==> src/rtl/mux_nw_scan_pkg.sv <==
`default_nettype none
// ============================================================================
// Module   : mux_nw_scan_pkg
// Purpose  : Shared constants for the N-channel scanning word mux.
//            - Default width, channel count and dwell length.
//            - Mode encodings for the mode input.
//            - Select-width helper (never narrower than 1 bit).
// Ports    : none (package)
// Revision : 1.0 - initial release
// ============================================================================
package mux_nw_scan_pkg;

  localparam int MUX_W_DEF     = 8;
  localparam int MUX_N_DEF     = 4;
  localparam int MUX_DWELL_DEF = 4;

  localparam logic MODE_MANUAL = 1'b0;
  localparam logic MODE_SCAN   = 1'b1;

  // Bits needed to index n items, at least 1 so a single item still gets a port.
  function automatic int sel_width(input int n);
    return (n > 1) ? $clog2(n) : 1;
  endfunction

endpackage
`default_nettype wire

==> src/rtl/mux_nw_scan_scan_timer.sv <==
`default_nettype none
// ============================================================================
// Module   : scan_timer
// Purpose  : Dwell counter and wrap-around channel increment for scan mode.
// Ports    : clk       - system clock
//            rst_n     - synchronous active-low reset
//            en        - 1 = count, 0 = hold the counter
//            scan      - 1 = scan mode active, 0 = counter held at 0
//            cur_sel   - channel currently shown
//            advance   - high when the current channel has used its dwell
//            next_sel  - channel that follows cur_sel (wraps N-1 -> 0)
// Revision : 1.0 - initial release
// ============================================================================
module scan_timer
  import mux_nw_scan_pkg::*;
#(
  parameter  int DWELL = MUX_DWELL_DEF,
  parameter  int N     = MUX_N_DEF,
  localparam int SELW  = sel_width(N),
  localparam int CW    = sel_width(DWELL)
) (
  input  logic            clk,
  input  logic            rst_n,
  input  logic            en,
  input  logic            scan,
  input  logic [SELW-1:0] cur_sel,
  output logic            advance,
  output logic [SELW-1:0] next_sel
);

  localparam logic [CW-1:0]   LAST_CNT = CW'(DWELL - 1);
  localparam logic [SELW-1:0] LAST_SEL = SELW'(N - 1);

  logic [CW-1:0] cnt;

  assign advance  = scan && (cnt == LAST_CNT);
  assign next_sel = (cur_sel == LAST_SEL) ? '0 : cur_sel + SELW'(1);

  // Manual mode parks the counter at 0 so a later switch to scan starts a
  // full dwell on whatever channel is showing.
  always_ff @(posedge clk) begin
    if (!rst_n) begin
      cnt <= '0;
    end else if (en) begin
      if (!scan || advance) cnt <= '0;
      else                  cnt <= cnt + CW'(1);
    end
  end

endmodule
`default_nettype wire

==> src/rtl/mux_nw_scan.sv <==
`default_nettype none
// ============================================================================
// Module   : mux_nw_scan
// Purpose  : N-channel, W-bit word mux with registered output, manual or
//            auto-scan channel selection, freeze control and change strobe.
// Ports    : clk      - system clock
//            rst_n    - synchronous active-low reset
//            en       - 1 = operate, 0 = freeze all state
//            mode     - 0 = manual select, 1 = auto-scan
//            sel_in   - manual channel select (out-of-range values ignored)
//            x        - packed channel data, channel k at x[k*W +: W]
//            m        - registered selected word
//            sel_out  - channel currently driving m
//            stb      - one-cycle pulse when sel_out takes a new value
// Revision : 1.0 - initial release
// ============================================================================
module mux_nw_scan
  import mux_nw_scan_pkg::*;
#(
  parameter  int W     = MUX_W_DEF,
  parameter  int N     = MUX_N_DEF,
  parameter  int DWELL = MUX_DWELL_DEF,
  localparam int SELW  = sel_width(N)
) (
  input  logic            clk,
  input  logic            rst_n,
  input  logic            en,
  input  logic            mode,
  input  logic [SELW-1:0] sel_in,
  input  logic [N*W-1:0]  x,
  output logic [W-1:0]    m,
  output logic [SELW-1:0] sel_out,
  output logic            stb
);

  // One extra bit so N itself is representable when N is a power of two.
  localparam logic [SELW:0] N_LIM = (SELW + 1)'(N);

  logic            advance;
  logic [SELW-1:0] scan_sel;
  logic [SELW-1:0] next_sel;

  scan_timer #(
    .DWELL (DWELL),
    .N     (N)
  ) u_scan_timer (
    .clk      (clk),
    .rst_n    (rst_n),
    .en       (en),
    .scan     (mode == MODE_SCAN),
    .cur_sel  (sel_out),
    .advance  (advance),
    .next_sel (scan_sel)
  );

  always_comb begin
    next_sel = sel_out;
    if (mode == MODE_SCAN) begin
      if (advance) next_sel = scan_sel;
    end else if ({1'b0, sel_in} < N_LIM) begin
      next_sel = sel_in;
    end
  end

  // m and sel_out load from the same next_sel so they never disagree.
  always_ff @(posedge clk) begin
    if (!rst_n) begin
      m       <= '0;
      sel_out <= '0;
      stb     <= 1'b0;
    end else if (en) begin
      m       <= x[int'(next_sel) * W +: W];
      sel_out <= next_sel;
      stb     <= (next_sel != sel_out);
    end else begin
      stb     <= 1'b0;
    end
  end

endmodule
`default_nettype wire
==> config.mk <==
export PLATFORM = sky130hd
export DESIGN_NAME = mux_nw_scan
export DESIGN_NICKNAME = d
export VERILOG_FILES = /design/src/rtl/mux_nw_scan_pkg.sv /design/src/rtl/mux_nw_scan_scan_timer.sv /design/src/rtl/mux_nw_scan.sv
export SDC_FILE = /design/constraint.sdc
export NUM_CORES = 1
export LEC_CHECK = 0
export CAP_MARGIN = 20
export CORE_ASPECT_RATIO = 2
export CORE_UTILIZATION = 43
export CTS_CLUSTER_SIZE = 40
export DETAILED_ROUTE_END_ITERATION = 7
export PLACE_DENSITY_LB_ADDON = 0.2
export SYNTH_ARGS = -nofsm -noshare
export SYNTH_HDL_FRONTEND = slang
export SYNTH_SLANG_ARGS = --single-unit
==> constraint.sdc <==
create_clock -name clk -period 2.5 [get_ports clk]
set_input_delay 0.5 -clock clk [delete_from_list [all_inputs] [get_ports clk]]
set_output_delay 0.5 -clock clk [all_outputs]
set_load 0.05 [all_outputs]
==> results.py, run 1 <==
metrics = {
    "final_layout": {
        "fin_util_pct": 65.05,
        "nFillCells": 256,
        "drive_gt1_share_pct": 8.247,
        "fin_nets": 235,
        "n_antenna_cell": 0,
        "syn_to_final_growth_pct": 44.40,
    },
    "worst_setup_path": {
        "arrival_ns": 2.26,
        "critPathLaunchType": "flip-flop",
        "end_kind": "flip-flop",
        "critical_path_class": "reg2reg",
        "crit_path_max_fanout": 11,
        "cp.required_ns": 2.65,
    },
    "grt": {
        "first_global_vias": 1351,
        "antenna_found_initial": 0,
        "track_usage_pct": 23.94,
        "grt_max_degree": 30,
        "grt_pass1_wl_um": 5444,
        "grt-ovfl-total": 0,
    },
    "timing": {
        "tightestPinTransition_ns": 0.5438,
        "clock-skew-final_ns": 0.002546,
        "finalCritPeriodShare_pct": 84.28,
        "rsz0062_at_grt": "false",
        "tns_ns": 0,
        "relSlewSlack_pct": 63.67,
        "min_period_ns": 2.107,
        "drv_slew": 0,
        "max_freq_ghz": 0.4746,
        "finalHoldViolCount": 0,
        "finalSetupViolCount": 0,
    },
    "detailed_routing": {
        "firstDrtPassIters": 4,
        "drt_iter0_markers": 18,
        "ant_nets": 0,
        "vias": 1322,
        "drc": 0,
        "vias_per_cell": 5.928,
        "wl_per_cell_um": 14.68,
        "wl_um": 3274,
    },
    "power": {
        "p_int_uw": 476.2,
        "p_clk_share_pct": 26.6,
        "irDropWorstVdd_mv": 0.2777,
        "p_leak_uw": 0.0006774,
        "p_total_uw": 713.1,
        "pwr-share-comb_pct": 40.2,
        "sw_frac_of_total_pct": 33.21,
        "power_density_nw_per_um2": 405.6,
        "p_seq_share_pct": 33.2,
        "p_switching_uw": 236.8,
    },
    "floorplan": {
        "fp-row-count": 27,
        "core_um2": 2703,
        "io_pins": 49,
        "die_w_um": 39.63,
        "initial_core_util_pct": 45.05,
        "fp.dieH_um": 77.25,
        "die_area_um2": 3061,
    },
    "logic_synthesis": {
        "syn_inst": 150,
        "syn-num-nets": 190,
        "async_flop_share_pct": 0,
        "ys_warn_count": 0,
        "netlist_area_um2": 1217,
        "synth.distinct_cells": 30,
        "synthFlopType": "dfxtp_1",
        "ys_ff_latch": 13,
        "synth_edf_count": 0,
        "postSynthAreaPerCell_um2": 8.116,
        "yosysSeqAreaShare_pct": 21.38,
    },
    "clock_network": {
        "cts_tree": "done",
        "cts_setup_buffers": 0,
        "cts_buffer_depth": 2,
        "numCtsBuffers": 3,
        "cts_sinks": 13,
        "cts_root_buf": "clkbuf_8",
        "ctsResizeCount": 0,
        "cts.clk_slew.worst_paths_ns": 0.05,
        "postCtsHoldBufs": 0,
        "ctsHtreeMaxLevel": 1,
        "clkLatencyLatePin_ns": 0.25,
    },
    "run_status": {
        "status": "finished clean",
    },
    "place": {
        "place_congestion": 0.7403,
        "dpl.hpwl_um": 2525,
        "portBuffers": 48,
    },
    "flow_run": {
        "cap_violations": 0,
    },
    "min_path": {
        "hold_path_class": "reg2reg",
    },
}
-- power groups by stage --
stage                     Clock (µW)  Combinational (µW)  Sequential (µW)
after floorplan                    0                 123              289
after global placement             0                 281              240
after detailed placement           0                 286              241
after CTS                        195                 288              236
after global routing             205                 308              238
final                            190                 287              236
-- metal layers --
layer	wire length (µm)	part of all wire [%]	global-route usage, %	vias up
li1	-	-	-	662
met1	1347	41	26.99	616
met2	1753	54	42.79	39
met3	127	3.9	2.601	5
met4	46	1.4	7.586	0
met5	0	0	0	-
-- state kept, by name (all words and copies together), names as in the netlist --
name	count
m	8
stb	1
u_scan_timer.cnt	2
sel_out	2
-- through the flow --
step	setup slack, ns	std cells	cell area (µm²)	hold slack [ns]
after floorplan	0.4705	150	1217	0.4584
after global placement	0.3456	219	1713	0.4680
after detailed placement	0.2989	219	1713	0.4762
after CTS	0.3745	223	1758	0.4854
after global routing	0.2491	223	1758	0.5425
final	0.3930	223	1758	0.4856
-- logic make-up (layout without fill, tap and decap cells) --
family,Yosys count,count (layout),share of synthesized area [%]
AND/OR/NAND/NOR,65,65,32.99
AO/OA/AOI/OAI,34,34,20.66
multiplexers,19,19,15.62
buffers and inverters,15,59,5.857
flip-flops,13,13,21.38
adder cells (fa/ha/maj),2,2,2.055
XOR/XNOR,2,2,1.439
-- worst max-delay path, cell delays in order, from the launching register on --
cell      delay [ns]
dfxtp_1         0.36
ha_1            0.33
or3b_4          0.42
a31oi_4         0.45
mux2i_1         0.14
a311oi_1        0.29
-- cell usage after synthesis (all sizes together) (2+ instances only) --
library cell	instances	area (µm²)
a21oi	9	48.80
a311oi	7	61.31
buf	5	33.77
clkbuf	10	37.54
dfxtp	13	260.3
ha	2	25.02
mux2i	19	190.2
nand2	23	86.33
nand3b	8	60.06
nand4b	8	70.07
nor2	2	7.510
nor2b	4	25.02
nor4	7	43.79
o21ai	7	35.03
o32ai	7	61.31
or3b	8	72.57
xnor2	2	17.52
-- worst paths after layout --
kind                       startpoint                  end  slack (ns)  cells after the start
setup / recovery           sel_out[0]                 m[3]        0.39                      5
setup reg to reg           sel_out[0]                 m[3]        0.39                      5
hold / removal    u_scan_timer.cnt[1]  u_scan_timer.cnt[1]        0.49                      2
hold reg to reg   u_scan_timer.cnt[1]  u_scan_timer.cnt[1]        0.49                      2
-- layout by cell type (no fill, tap or decap), types with 4 or more instances in the layout --
master            n
a21oi_1           8
a311oi_1          7
buf_4             8
clkdlybuf4s50_1  47
dfxtp_1          13
mux2i_1          19
nand2_1          23
nand3b_1          8
nand4b_1          8
nor2b_1           4
nor4_1            7
o21ai_0           7
o32ai_1           7
or3b_1            7
-- final cells by class --
type | instances | area (µm²) | share of cell area [%]
Tap cell | 29 | 36.28 | 2.064
Clock buffer | 4 | 45.04 | 2.562
Sequential cell | 13 | 260.3 | 14.80
Multi-Input combinational cell | 122 | 885.9 | 50.39
Timing Repair Buffer | 55 | 530.5 | 30.18
No activity file was read; power rests on OpenSTA's default activity.
==> run 2: changes to the inputs <==
==> constraint.sdc (replaced) <==
create_clock -name clk -period 2 [get_ports clk]
set_input_delay 0.4 -clock clk [delete_from_list [all_inputs] [get_ports clk]]
set_output_delay 0.4 -clock clk [all_outputs]
set_load 0.05 [all_outputs]
==> run 2 against run 1 <==
  * First-iteration DRC count grew 72%
  * Critical path depth up 1
  * Combinational power rose by 35%
  * Total power grew 29%
  * Cell area rose by 5.3%
  * Non-clock buffer count grew 7
  * Worst setup slack worse by 0.30 ns
  * Global-route usage up 0.38 points
  * Sequential power grew 25%
  * Utilization rose by 3.4 points
  * Register-to-register slack lost 0.30 ns
==> results.py, run 2 (synthesis gave the netlist of run 1 again) <==
metrics = {
    "clock_network": {
        "ctsHtreeMaxLevel": 1,
        "ctsResizeCount": 0,
        "cts_buffer_depth": 2,
        "postCtsHoldBufs": 0,
        "cts.clk_slew.worst_paths_ns": 0.06,
        "clkLatencyLatePin_ns": 0.24,
        "numCtsBuffers": 3,
        "cts_root_buf": "clkbuf_8",
        "cts_tree": "done",
        "cts_setup_buffers": 0,
        "cts_sinks": 13,
    },
    "min_path": {
        "hold_path_class": "reg2reg",
        "hold-path-endpoint": "u_scan_timer.cnt[1]",
        "hold_depth": 2,
        "min_from": "u_scan_timer.cnt[1]",
    },
    "detailed_routing": {
        "vias_per_cell": 5.904,
        "wl_um": 3566,
        "ant_nets": 0,
        "wl_per_cell_um": 15.50,
        "drt_iter0_markers": 31,
        "vias": 1358,
        "drc": 0,
        "firstDrtPassIters": 4,
    },
    "timing": {
        "tns_ns": 0,
        "min_period_ns": 1.904,
        "tightestPinTransition_ns": 0.5139,
        "max_freq_ghz": 0.5252,
        "relSlewSlack_pct": 65.63,
        "finalCritPeriodShare_pct": 95.21,
        "rsz0062_at_grt": "false",
        "finalWorstSetupSlack_ns": 0.09586,
        "fin_hold_ws_ns": 0.4940,
        "finalSetupViolCount": 0,
        "clock-skew-final_ns": 0.003367,
        "drv_slew": 0,
        "finalHoldViolCount": 0,
    },
    "final_layout": {
        "stdcell_count": 230,
        "layout_common_cells": "clkdlybuf4s50_1, nand2_1, mux2i_1",
        "fin_nets": 242,
        "nFillCells": 248,
        "syn_to_final_growth_pct": 52.00,
        "drive_gt1_share_pct": 12.44,
        "layout_commonest_cell": "clkdlybuf4s50_1",
        "n_antenna_cell": 0,
        "top_regs": "m (8), sel_out (2), u_scan_timer.cnt (2)",
        "largest_register_ffs": 8,
        "largest-register": "m",
    },
    "worst_setup_path": {
        "arrival_ns": 2.04,
        "rr_worst_depth": 6,
        "cp.required_ns": 2.14,
        "r2r_end": "m[0]",
        "end_kind": "flip-flop",
        "critical_path_class": "reg2reg",
        "critPathLaunchType": "flip-flop",
        "timing.rr.start": "u_scan_timer.cnt[0]",
        "r2r_slack_ns": 0.1,
        "crit_path_max_fanout": 11,
    },
    "place": {
        "place_ws_ns": -0.04086,
        "dpl.hpwl_um": 2787,
        "portBuffers": 48,
        "dp.cells": 226,
        "place_congestion": 0.7459,
    },
    "grt": {
        "antenna_found_initial": 0,
        "track_usage_pct": 24.32,
        "grt_max_degree": 30,
        "first_global_vias": 1277,
        "grt-ovfl-total": 0,
        "grt_pass1_wl_um": 5499,
    },
    "power": {
        "irDropWorstVdd_mv": 0.4328,
        "p_leak_uw": 0.0007253,
        "p_seq_share_pct": 32.3,
        "p_clk_share_pct": 25.6,
        "sw_frac_of_total_pct": 33.13,
        "p_switching_uw": 304.3,
        "pwr-share-comb_pct": 42.2,
        "p_int_uw": 614.4,
        "power_density_nw_per_um2": 496.5,
    },
    "floorplan": {
        "core_um2": 2703,
        "die_w_um": 39.63,
        "io_pins": 49,
        "fp-row-count": 27,
        "initial_core_util_pct": 45.05,
        "die_area_um2": 3061,
        "fp.dieH_um": 77.25,
    },
    "run_status": {
        "status": "finished clean",
    },
    "flow_run": {
        "cap_violations": 0,
    },
}
[run 2: cell types whose count changed in the layout (fill, tap and decap cells not counted)]
cell	previous run	this run
buf_12	0	3
buf_4	8	12
dfxtp_1	13	11
dfxtp_2	0	2
[run 2: worst max-delay path, cell delays in order, from the launching register on]
cell	delay, ns
dfxtp_1	0.35
ha_1	0.29
or3b_4	0.42
a31oi_4	0.19
buf_12	0.17
mux2i_1	0.09
a311oi_1	0.30
[run 2: area by class of cell]
class	count	area [µm²]	share of cell area, %
well taps	29	36.28	1.961
multi-input cells	122	885.9	47.87
clock buffers	4	45.04	2.434
flip-flops and latches	13	262.8	14.20
repair buffers	62	620.6	33.54
[run 2: power groups by stage]
stage          registers [µW]  logic, µW  clock network, µW
2_1_floorplan             362        154                  0
3_3_place_gp              300        374                  0
3_5_place_dp              302        386                  0
4_1_cts                   296        389                240
5_1_grt                   299        411                242
6_report                  296        387                235
[run 2: layer usage]
metal	up-vias	GRT usage [%]	part of all wire [%]
li1	674	-	-
met1	639	26.26	40
met2	41	44.59	56
met3	4	1.734	3.7
met4	0	8.621	1.0
met5	-	0	0
[run 2: worst max-delay path by stage]
stage                     slack, ns                 from    to
after floorplan                0.11           sel_out[0]  m[2]
after global placement         0.04                 mode  m[5]
after detailed placement      -0.04                 mode  m[4]
after CTS                      0.10  u_scan_timer.cnt[0]  m[4]
after global routing           0.02  u_scan_timer.cnt[0]  m[0]
final                           0.1  u_scan_timer.cnt[0]  m[0]
[run 2: stage by stage]
step	area [µm²]	power, µW	util [%]
6_report	1851	918.8	68.47
5_1_grt	1851	952.9	68.47
4_1_cts	1851	925.5	68.47
3_5_place_dp	1805	687.3	66.81
3_3_place_gp	1805	674.2	66.81
2_1_floorplan	1220	516.3	-
